File: src/rtl/spi_rx_byte_writer.sv
// SPI-slave byte receiver: oversampled sck/mosi/ena, one active-low write strobe per byte with sequential 11-bit address.
// Optional SPI_RX_MSB_FIRST_EN: first received bit lands in recv_d[7] instead of recv_d[0].
module spi_rx_byte_writer #(
  parameter int SYNC_STAGES = 2
) (
  input  logic        clk,
  input  logic        rst,
  input  logic        sck_i,
  input  logic        mosi_i,
  input  logic        ena_i,
  output logic [7:0]  recv_d,
  output logic [10:0] recv_a,
  output logic        n_recv_buf_we,
  output logic        recv_ovf
);

  logic [SYNC_STAGES-1:0] sck_sync_q, mosi_sync_q, ena_sync_q;
  logic                   sck_prev_q;
  logic                   sck_s, mosi_s, ena_s, sck_event;

  logic [7:0]  shift_q, shift_d;
  logic [2:0]  bit_cnt_q, bit_cnt_d;
  logic        done_q, done_d;
  logic [11:0] byte_cnt_q, byte_cnt_d;
  logic [7:0]  data_q, data_d;
  logic [10:0] addr_q, addr_d;
  logic        we_n_q, we_n_d;
  logic        ovf_q, ovf_d;

  assign sck_s     = sck_sync_q[SYNC_STAGES-1];
  assign mosi_s    = mosi_sync_q[SYNC_STAGES-1];
  assign ena_s     = ena_sync_q[SYNC_STAGES-1];
  assign sck_event = sck_s & ~sck_prev_q;

  always_comb begin
    shift_d   = shift_q;
    bit_cnt_d = bit_cnt_q;
    done_d    = 1'b0;
    if (sck_event && ena_s) begin
`ifdef SPI_RX_MSB_FIRST_EN
      shift_d = {shift_q[6:0], mosi_s};
`else
      shift_d = {mosi_s, shift_q[7:1]};
`endif
      bit_cnt_d = bit_cnt_q + 3'd1;
      done_d    = (bit_cnt_q == 3'd7);
    end
  end

  // Byte write happens the cycle after the 8th bit lands in shift_q.
  always_comb begin
    data_d     = data_q;
    addr_d     = addr_q;
    we_n_d     = 1'b1;
    byte_cnt_d = byte_cnt_q;
    if (done_q) begin
      data_d     = shift_q;
      addr_d     = byte_cnt_q[10:0];
      we_n_d     = 1'b0;
      byte_cnt_d = byte_cnt_q + 12'd1;
    end
    ovf_d = ovf_q | byte_cnt_q[11];
  end

  always_ff @(posedge clk) begin
    if (rst) begin
      sck_sync_q  <= '0;
      mosi_sync_q <= '0;
      ena_sync_q  <= '0;
      sck_prev_q  <= 1'b0;
      shift_q     <= 8'h00;
      bit_cnt_q   <= 3'd0;
      done_q      <= 1'b0;
      byte_cnt_q  <= 12'd0;
      data_q      <= 8'h00;
      addr_q      <= 11'd0;
      we_n_q      <= 1'b1;
      ovf_q       <= 1'b0;
    end else begin
      sck_sync_q  <= {sck_sync_q[SYNC_STAGES-2:0], sck_i};
      mosi_sync_q <= {mosi_sync_q[SYNC_STAGES-2:0], mosi_i};
      ena_sync_q  <= {ena_sync_q[SYNC_STAGES-2:0], ena_i};
      sck_prev_q  <= sck_s;
      shift_q     <= shift_d;
      bit_cnt_q   <= bit_cnt_d;
      done_q      <= done_d;
      byte_cnt_q  <= byte_cnt_d;
      data_q      <= data_d;
      addr_q      <= addr_d;
      we_n_q      <= we_n_d;
      ovf_q       <= ovf_d;
    end
  end

  assign recv_d        = data_q;
  assign recv_a        = addr_q;
  assign n_recv_buf_we = we_n_q;
  assign recv_ovf      = ovf_q;

endmodule

File: config.mk
export PLATFORM = sky130hd
export DESIGN_NAME = spi_rx_byte_writer
export DESIGN_NICKNAME = d
export VERILOG_FILES = /design/src/rtl/spi_rx_byte_writer.sv
export SDC_FILE = /design/constraint.sdc
export NUM_CORES = 1
export LEC_CHECK = 0
export ABC_CLOCK_PERIOD_IN_PS = 1480
export CORE_ASPECT_RATIO = 0.75
export CORE_UTILIZATION = 50
export CTS_BUF_LIST = sky130_fd_sc_hd__clkbuf_8
export DETAILED_ROUTE_END_ITERATION = 10
export GPL_ROUTABILITY_DRIVEN = 0
export PLACE_DENSITY = 0.77
export SLEW_MARGIN = 0
export SYNTH_ARGS = -nofsm -noshare
export SYNTH_HDL_FRONTEND = slang
export SYNTH_SLANG_ARGS = --single-unit
export TNS_END_PERCENT = 100
File: constraint.sdc
create_clock -name clk -period 1.48 [get_ports clk]
set_input_delay 0.296 -clock clk [delete_from_list [all_inputs] [get_ports clk]]
set_output_delay 0.296 -clock clk [all_outputs]
set_load 0.1 [all_outputs]
# After elaboration in Yosys (flattened, before gate mapping)
# Index checks and enable logic that the tools add are counted.
# word_totals
input_bits	5
register_bits	52
wordCells	22
out_inout_bits	21
# classes
n_eq_ne	1
addsub	2
muxes	1
n_reduce_logical	2
n_bitwise	4
# ops
cell	count
$add 12x1->12 const B	1
$add 3x1->3 const B	1
$eq 3x3->1 const B	1
$not 1->1	2
$reduce_or 2->1	1
$and 1x1->1	1
$logic_and 1x1->1	1
$mux 1	1
$or 1x1->1	1

# Depth between registers and ports, before layout
# Gate-level depths: netlist (run 1).
# logic_depth
word_depth	5
ltp_mapped	4
depth_no_buf	4

# Least setup slack after synthesis (run 1)
# No wires, ideal clock.
# synth_timing
path_kind	reg-to-reg
from	register byte_cnt_q[0]
to	register byte_cnt_q[10]
arrival_time_ns	1.359
n_path_buf	0
required_time_ns	1.409
path_slack_ns	0.051
setup_ns	0.071
period_less_slack_ns	1.429
path_stages_with_launch	5
cell_sequence	dfxtp_1 ha_1 nand3_2 or4_1 a21oi_1
# synth_between
elab_chain_len	1
# synth_rtl
item	line_no	text
from (decl)	24	logic [11:0] byte_cnt_q, byte_cnt_d;
from (signal assigned)	87	byte_cnt_q <= byte_cnt_d;
$add 12x1->12	60	byte_cnt_d = byte_cnt_q + 12'd1;
# Every way passes these cells.
# A chain may end at the register's enable or synchronous reset.

# Worst setup path in the final report (run 1)
# Ends and elaborated chain as after synthesis.

==> impl.org, run 1 <==
** Status
- The run finished with clean final reports.

** Floorplan
- Starting Density :: 54.97%
- Total Die Area :: 4041 µm²
- Measured along the y axis, the die boundary spans roughly 55 µm.
- After floorplanning, the core was sized to cover 3446 µm².
- During I/O placement, the number of pins put on the boundary was 26.
- X dimension of the die :: 73.08 µm
- Core Rows :: 18

** Yosys
- In this run the cell area of the synthesized design comes to 1894 µm².
- Unique masters post-synth :: 26
- Syn Inst Count :: 180
- Synth warn :: 0
- Averaged over all synthesized cells, the footprint is approximately 11 µm².
- Synthesized netlist net count :: 188
- Sequential fraction of the synthesis area :: between 50% and 60%
- Yosys reg bits :: 52

** Placement
- Detailed placement finished with a half-perimeter wire length of 2608 µm.
- Number of I/O port buffers :: 25
- Worst setup slack after placement :: ~63 ps

** CTS
- CTS max path bufs :: 2
- The root buffer cell chosen for the clock tree is clkbuf_8.
- # clock sinks :: 52
- # Post-CTS Setup Buffers :: 0
- Number of CTS-inserted buffers :: 5
- Deepest level of the CTS H-tree :: 2
- TritonCTS clock tree :: built
- Post-CTS repair changed the size of 0 cells.
- Post-cts hold buffer count :: 0
- For the worst-skew pair, the clock arrives at the later sink with an insertion delay of between 300 and 400 ps.
- Clock-pin slew was measured on the worst setup and hold paths at 100 ps.

** Worst setup path
- Endpoint type of the worst setup path :: flip-flop
- Cell family contributing the most delay on the critical path :: simple AND/OR/NAND/NOR gates
- Arr. time, crit path :: 1660 ps
- Traced cell by cell, the critical path runs through ha_2, nand3_2, or4_1, a21oi_1.
- In this run the worst setup path begins at byte_cnt_q[0]$_SDFFE_PP0P_.
- The worst register-to-register path begins at byte_cnt_q[0]$_SDFFE_PP0P_.
- R2r endpoint :: byte_cnt_q[10]$_SDFFE_PP0P_
- The number of buffers and inverters on the critical path is 0.
- Max Fanout on Critical Path :: 4
- The worst setup path is of the reg -> reg kind.
- Worst reg-to-reg path cell count :: 4
- The setup check on the worst reg-to-reg path leaves a slack of 80 ps.
- The critical path crosses 4 cells after its start point.
- For this run, the slowest stage of the critical path takes roughly 520 ps.
- At the worst endpoint, the required time is 1730 ps.
- CP Capture Point :: byte_cnt_q[10]$_SDFFE_PP0P_
- Nature of the critical path startpoint :: flip-flop
- CP max stage cell :: or4_1

** Layout
- Layout filler cell count :: about 240
- At the end of the flow, the number of nets in the layout was 224.
- Ant diodes :: 0
- Cells with a size suffix above 1 make up 23.96% of the layout.
- The sequential cells in the finished layout cover a total of around 1000 µm².
- Layout area overhead :: 36.06%
- Once layout is complete, the utilization of the core stands at approximately three quarters.
- Most frequent standard cell in the layout excluding fill and tap cells :: dfxtp_1
- Total area of multi-input combinational cells :: 809.5 µm²
- Most frequent cells in the layout :: dfxtp_1 (50), nor2_1 (38), mux2i_1 (30), buf_12 (21), buf_4 (14)

** Drt
- After detailed routing, the total wire length is 3624 µm.
- Detailed-route wire length per cell :: approximately 14 µm
- In this run the remaining antenna-violating nets after routing total 0.
- Number of DRC violations after detailed routing :: 0
- The routed layout has 1,357 vias.
- The detailed router finished its first iteration with 131 violations.
- 1st-pass router iterations :: 4
- Vias per inst :: 5.082

** Timing
- Maximum clock frequency :: 0.7128 GHz
- Setup violations, final :: 0
- Slack of the critical path :: 76.99 ps
- Setup repair after global routing could not meet its margin everywhere.
- Final min period :: 1403 ps
- Number of endpoints with negative hold slack in the final report :: 0
- Crit share post-route :: 94.80%
- On the final layout, the worst clock skew is 8.049 ps.
- Actual transition at the worst max-transition pin :: 284.5 ps
- Setup TNS :: 0 ps
- Remaining max-slew budget at the tightest pin :: 80.86%
- The count of final max-slew check failures was 0.

** Min path
- The tightest min-delay check is of the reg -> reg type.
- The startpoint identified for the worst hold timing path is sck_sync_q[0]$_SDFF_PP0_.
- Hold path depth :: 1

** Global routing
- Global-route usage over all layers :: 20.46%
- Entering global routing, the biggest net connects 29 pins.
- Total overflow reported by the global router :: 0
- Wire length of the first global-routing pass :: between 6000 and 7000 µm
- The number of antenna violations at the first check in global routing was 0.
- The number of global-route vias before repair came to 1,352.

** Power and ir drop
- Total power after layout :: 2280 µW
- Summed over all cells, the static leakage comes to 0.001028 µW.
- Across the VDD grid, the largest voltage drop is 0.0008467 V.
- Power spread over the standard cell area amounts to 884.5 nW/µm².

** Job
- Across the run, the number of max-cap violations was 0.
[power breakdown]
part	switching (µW)	internal [µW]	leakage (µW)
registers	2.37	1410	0.000421
clock network	491	335	0.0000404
logic	25.3	19.6	0.000566
[worst min-delay path by stage]
| stage | endpoint | slack [ps] |
|---|---|---|
| after floorplan | ena_sync_q[1]$_SDFF_PP0_ | 410 |
| after global placement | ena_sync_q[1]$_SDFF_PP0_ | 420 |
| after detailed placement | ena_sync_q[1]$_SDFF_PP0_ | 440 |
| after CTS | ena_sync_q[1]$_SDFF_PP0_ | 460 |
| after global routing | mosi_sync_q[1]$_SDFF_PP0_ | 470 |
| final | sck_sync_q[1]$_SDFF_PP0_ | 460 |
[state kept, by name, summed over array words and instances (netlist names), 2 cells and up]
signal       flops
mosi_sync_q      2
bit_cnt_q        3
byte_cnt_q      12
ena_sync_q       2
shift_q          8
recv_a          11
sck_sync_q       2
recv_d           8
[Yosys cell counts]
cell | count | share of area, %
xor2_1 | 4 | 1.8
dfxtp_1 | 52 | 55
a21oi_1 | 6 | 1.6
nand2b_1 | 1 | 0.33
ha_1 | 3 | 2.0
or4_1 | 2 | 0.79
nand4_1 | 2 | 0.66
o31ai_1 | 2 | 0.79
nand4_4 | 2 | 2.2
nor4_1 | 1 | 0.33
or3_2 | 2 | 0.79
xnor2_1 | 1 | 0.46
buf_2 | 4 | 1.1
mux2i_1 | 30 | 16
nand2_1 | 3 | 0.59
nor2_1 | 38 | 7.5
mux2_2 | 1 | 0.59
nor3b_1 | 1 | 0.40
nand3b_1 | 1 | 0.40
inv_1 | 1 | 0.20
clkbuf_1 | 6 | 1.2
nor2b_1 | 8 | 2.6
o21ai_0 | 4 | 1.1
or3_1 | 2 | 0.66
nand3_1 | 2 | 0.53
nand3_2 | 1 | 0.53
[logic make-up (layout without fill, tap and decap cells)]
kind of cell	Yosys count	after routing	synth area share (%)
xor gates and xnor gates	5	5	2.312
DFF	52	52	54.95
and+or+nand+nor	66	66	18.43
muxes	31	31	16.45
AOI/OAI and AO/OA	12	12	3.434
adders and majority gates	3	3	1.982
buffers and inverters	11	48	2.444
[through the flow]
| stage | std cells | instance area [µm²] | hold WS [ps] |
|---|---|---|---|
| 2_1_floorplan | 180 | 1894 | 413.8 |
| 3_3_place_gp | 259 | 2480 | 417.1 |
| 3_5_place_dp | 259 | 2480 | 441.8 |
| 4_1_cts | 267 | 2572 | 462.9 |
| 5_1_grt | 267 | 2577 | 470.8 |
| 6_report | 267 | 2577 | 457.1 |
[layout make-up]
| class | count | area share [%] |
|---|---|---|
| Sequential cell | 52 | 40.49 |
| Tap cell | 50 | 2.427 |
| Clock buffer | 5 | 2.670 |
| Clock inverter | 3 | 0.9223 |
| Multi-Input combinational cell | 117 | 31.41 |
| Inverter | 1 | 0.1456 |
| Timing Repair Buffer | 39 | 21.94 |
[worst register-to-register path: stages, from the launching register on]
cell     delay [ps]
dfxtp_1         350
ha_2            220
nand3_2         110
or4_1           520
a21oi_1         150
[routing by layer]
metal  vias up  share of wire, %  wire (µm)  track usage (%)
met1       651                45       1621            26.41
li1        675                 -          -                -
met2        26                49       1782            32.14
met5         -                 0          0                0
met4         0               1.2         42            6.723
met3         5               4.9        178            6.752
Note: power is estimated with default switching activity, not from simulation.
==> inputs of run 2 (changes only) <==
--- a/config.mk
+++ b/config.mk
@@ -5,13 +5,13 @@
 export SDC_FILE = /design/constraint.sdc
 export NUM_CORES = 1
 export LEC_CHECK = 0
-export ABC_CLOCK_PERIOD_IN_PS = 1480
+export ABC_CLOCK_PERIOD_IN_PS = 1630
 export CORE_ASPECT_RATIO = 0.75
 export CORE_UTILIZATION = 50
 export CTS_BUF_LIST = sky130_fd_sc_hd__clkbuf_8
 export DETAILED_ROUTE_END_ITERATION = 10
 export GPL_ROUTABILITY_DRIVEN = 0
-export PLACE_DENSITY = 0.77
+export PLACE_DENSITY = 0.74
 export SLEW_MARGIN = 0
 export SYNTH_ARGS = -nofsm -noshare
 export SYNTH_HDL_FRONTEND = slang
==> constraint.sdc (replaced) <==
create_clock -name clk -period 1.63 [get_ports clk]
set_input_delay 0.326 -clock clk [delete_from_list [all_inputs] [get_ports clk]]
set_output_delay 0.326 -clock clk [all_outputs]
set_load 0.1 [all_outputs]
==> impl.org, run 2 (synthesized netlist as in run 1, its figures left out) <==
** Timing
- Count of final max-slew check failures :: 0
- Remaining max-slew budget at the tightest pin :: 80.27%
- Number of endpoints with negative hold slack in the final report :: 0
- Setup repair after global routing left no endpoint under its margin.
- Setup Skew :: 9.684 ps
- Setup TNS :: 0 ps
- For the pin with the worst max-slew slack, the measured transition is 295.6 ps.
- Setup violations, final :: 0
- Crit share post-route :: 89.71%
- Counting I/O delays and the setup requirement, the final critical path takes between 1000 and 1500 ps.
- Maximum clock frequency :: approximately 0.68 GHz

** Drt
- Iteration-0 DRC count of the detailed router :: 67
- After detailed routing, the average wire length per cell comes to between 10 and 15 µm.
- Total wire length after detailed routing :: approximately 3500 µm
- 1st-pass router iterations :: 4
- Number of DRC violations after detailed routing :: 0
- Antenna violation net count after detailed routing :: 0
- Detailed routing inserted a total of 1,340 vias.
- Vias per inst :: ~5.2

** Min path
- Hold path depth :: 1
- Min-Delay Endpoint :: mosi_sync_q[1]$_SDFF_PP0_
- Type of the tightest min-delay check :: reg -> reg
- The worst hold path begins at mosi_sync_q[0]$_SDFF_PP0_.

** Worst setup path
- Cell family contributing the most delay on the critical path :: simple AND/OR/NAND/NOR gates
- Delay of the slowest cell on the worst path :: 520 ps
- In this run the critical register-to-register path is launched from byte_cnt_q[1]$_SDFFE_PP0P_.
- Data required time of the worst path :: between 1500 and 2000 ps
- Across all register-to-register paths, the minimum setup slack is 170 ps.
- Endpoint type of the worst setup path :: flip-flop
- Of all nets on the critical path, the largest fanout is 4.
- Crit path cell chain :: ha_1, nand3_2, or4_1, a21oi_1
- Data arrives at the worst endpoint at roughly 1700 ps.
- Nature of the critical path startpoint :: flip-flop
- The number of cells on the worst reg-to-reg path is 4.
- R2r endpoint :: byte_cnt_q[10]$_SDFFE_PP0P_
- The number of buffers and inverters on the critical path is 0.
- Type of the worst setup path :: reg -> reg
- On the critical path, the stage with the largest delay is an instance of or4_1.

** Global routing
- The number of antenna violations at the first check in global routing is 0.
- Global routing used 19.54% of the available tracks.
- Total overflow reported by the global router :: 0
- Wire length of the first global-routing pass :: 5844 µm
- The number of global-route vias before repair is 1,267.
- Entering global routing, the biggest net connects 29 pins.

** Layout
- Most frequent standard cell in the layout excluding fill and tap cells :: dfxtp_1
- In the layout the commonest cells are dfxtp_1 (52), nor2_1 (38), mux2i_1 (30), buf_12 (21).
- From synthesis to final layout, the design area changed by 32.63%.
- The count of cells in the finished layout, fillers not included, comes to 260.
- The repair_antennas step left the layout with diodes totalling 0.
- Of the cells placed in the final design, the portion with a size suffix greater than 1 is 19.52%.
- The net count of the finished layout is 218.
- Once layout is complete, the utilization of the core stands at 72.91%.
- Area of all placed cells without fillers :: 2512 µm²
- byte_cnt_q holds more flip-flops than any other register.
- The register with the most flip-flops in the layout has 12 of them.

** Power and ir drop
- Total leakage power :: 0.001005 µW
- Power Density :: slightly below 800 nW/µm²
- Max rail drop VDD :: 0.0006509 V

** CTS
- The H-tree was split into 2 levels.
- Post-cts hold buffer count :: 0
- # clock sinks :: between 50 and 60
- Post-CTS repair changed the size of 0 cells.
- Once the clock tree was built, the setup fixing pass inserted 0 buffers.
- Worst-path clk slew :: 90 ps
- In this run, CTS created clock tree buffers numbering 5.
- TritonCTS clock tree :: built
- CTS max path bufs :: 2
- Clock tree synthesis selected as its root buffer the cell clkbuf_8.
- Clock latency at the later pin of the worst-skew pair :: 310 ps

** Floorplan
- From bottom edge to top edge, the die measures approximately 55 µm.
- The floorplan step set the die width to 73.08 µm.
- Once the floorplan was initialized, standard cells occupied 54.97% of the core.
- Placeable core region :: 3446 µm²
- After floorplanning, the core was divided into 18 placement rows.
- Total Die Area :: 4041 µm²
- Pin placement for this block handled 26 I/O pins.

** Job
- Across the run, the number of max-cap violations was 0.

** Placement
- The wire-length estimate of the detail-placed layout is 2448 µm.
- Cell area reported after detailed placement :: 2435 µm²
- In this run, placement finished with an instance count of about 250.
- Port buffering added 25 buffers.

** Status
- Outcome :: completed
## run 2: cell count changes in the layout (fill, tap and decap cells not counted), moves of 2 or more
cell,previous run,this run
buf_4,14,8
clkinvlp_4,2,0
dfxtp_1,50,52
dfxtp_2,2,0
## run 2: cell type report
class | count | area [µm²]
Clock buffer | 5 | 68.82
Inverter | 1 | 3.754
Clock inverter | 2 | 8.758
Timing Repair Buffer | 33 | 520.5
Fill cell | 242 | 933.4
Multi-Input combinational cell | 117 | 807.0
Tap cell | 50 | 62.56
Sequential cell | 52 | 1041
## run 2: metrics by stage
stage          setup WS [ps]  hold slack [ps]  total power (µW)
2_1_floorplan          200.6            413.8              1334
6_report               167.7            440.1              2000
4_1_cts                168.1            440.7              2007
3_5_place_dp           183.0            421.2              1350
3_3_place_gp           254.8            422.9              1349
5_1_grt                99.35            468.6              2083
## run 2: worst max path at each step
stage / from / endpoint / cells after the start
4_1_cts: byte_cnt_q[1]$_SDFFE_PP0P_ / byte_cnt_q[10]$_SDFFE_PP0P_ / 4
2_1_floorplan: byte_cnt_q[0]$_SDFFE_PP0P_ / byte_cnt_q[10]$_SDFFE_PP0P_ / 4
6_report: byte_cnt_q[1]$_SDFFE_PP0P_ / byte_cnt_q[10]$_SDFFE_PP0P_ / 4
3_3_place_gp: byte_cnt_q[4]$_SDFFE_PP0P_ / byte_cnt_q[11]$_SDFFE_PP0P_ / 3
3_5_place_dp: byte_cnt_q[1]$_SDFFE_PP0P_ / byte_cnt_q[10]$_SDFFE_PP0P_ / 4
5_1_grt: byte_cnt_q[4]$_SDFFE_PP0P_ / byte_cnt_q[11]$_SDFFE_PP0P_ / 3
## run 2: where the power goes
part           total (µW)  internal [µW]  switching (µW)  leakage (µW)
combinational        41.6           17.8            23.8      0.000539
clock                 679            286             393     0.0000452
sequential           1280           1280            2.04      0.000420
total                2000           1580             419       0.00100
## run 2: metal layers
metal  track usage, %  up-vias  share of wire [%]
li1                 -      663                  -
met1            25.35      633                 46
met2            28.17       32                 46
met3            7.664       12                5.1
met4            9.524        0                2.6
met5                0        -                  0
==> inputs of run 3 (changes only) <==
--- a/config.mk
+++ b/config.mk
@@ -11,6 +11,7 @@
 export CTS_BUF_LIST = sky130_fd_sc_hd__clkbuf_8
 export DETAILED_ROUTE_END_ITERATION = 10
 export GPL_ROUTABILITY_DRIVEN = 0
+export HOLD_SLACK_MARGIN = 0.05
 export PLACE_DENSITY = 0.74
 export SLEW_MARGIN = 0
 export SYNTH_ARGS = -nofsm -noshare
==> results of run 3 <==
Same layout as run 2: the final DEF is identical, and so are final timing and power.
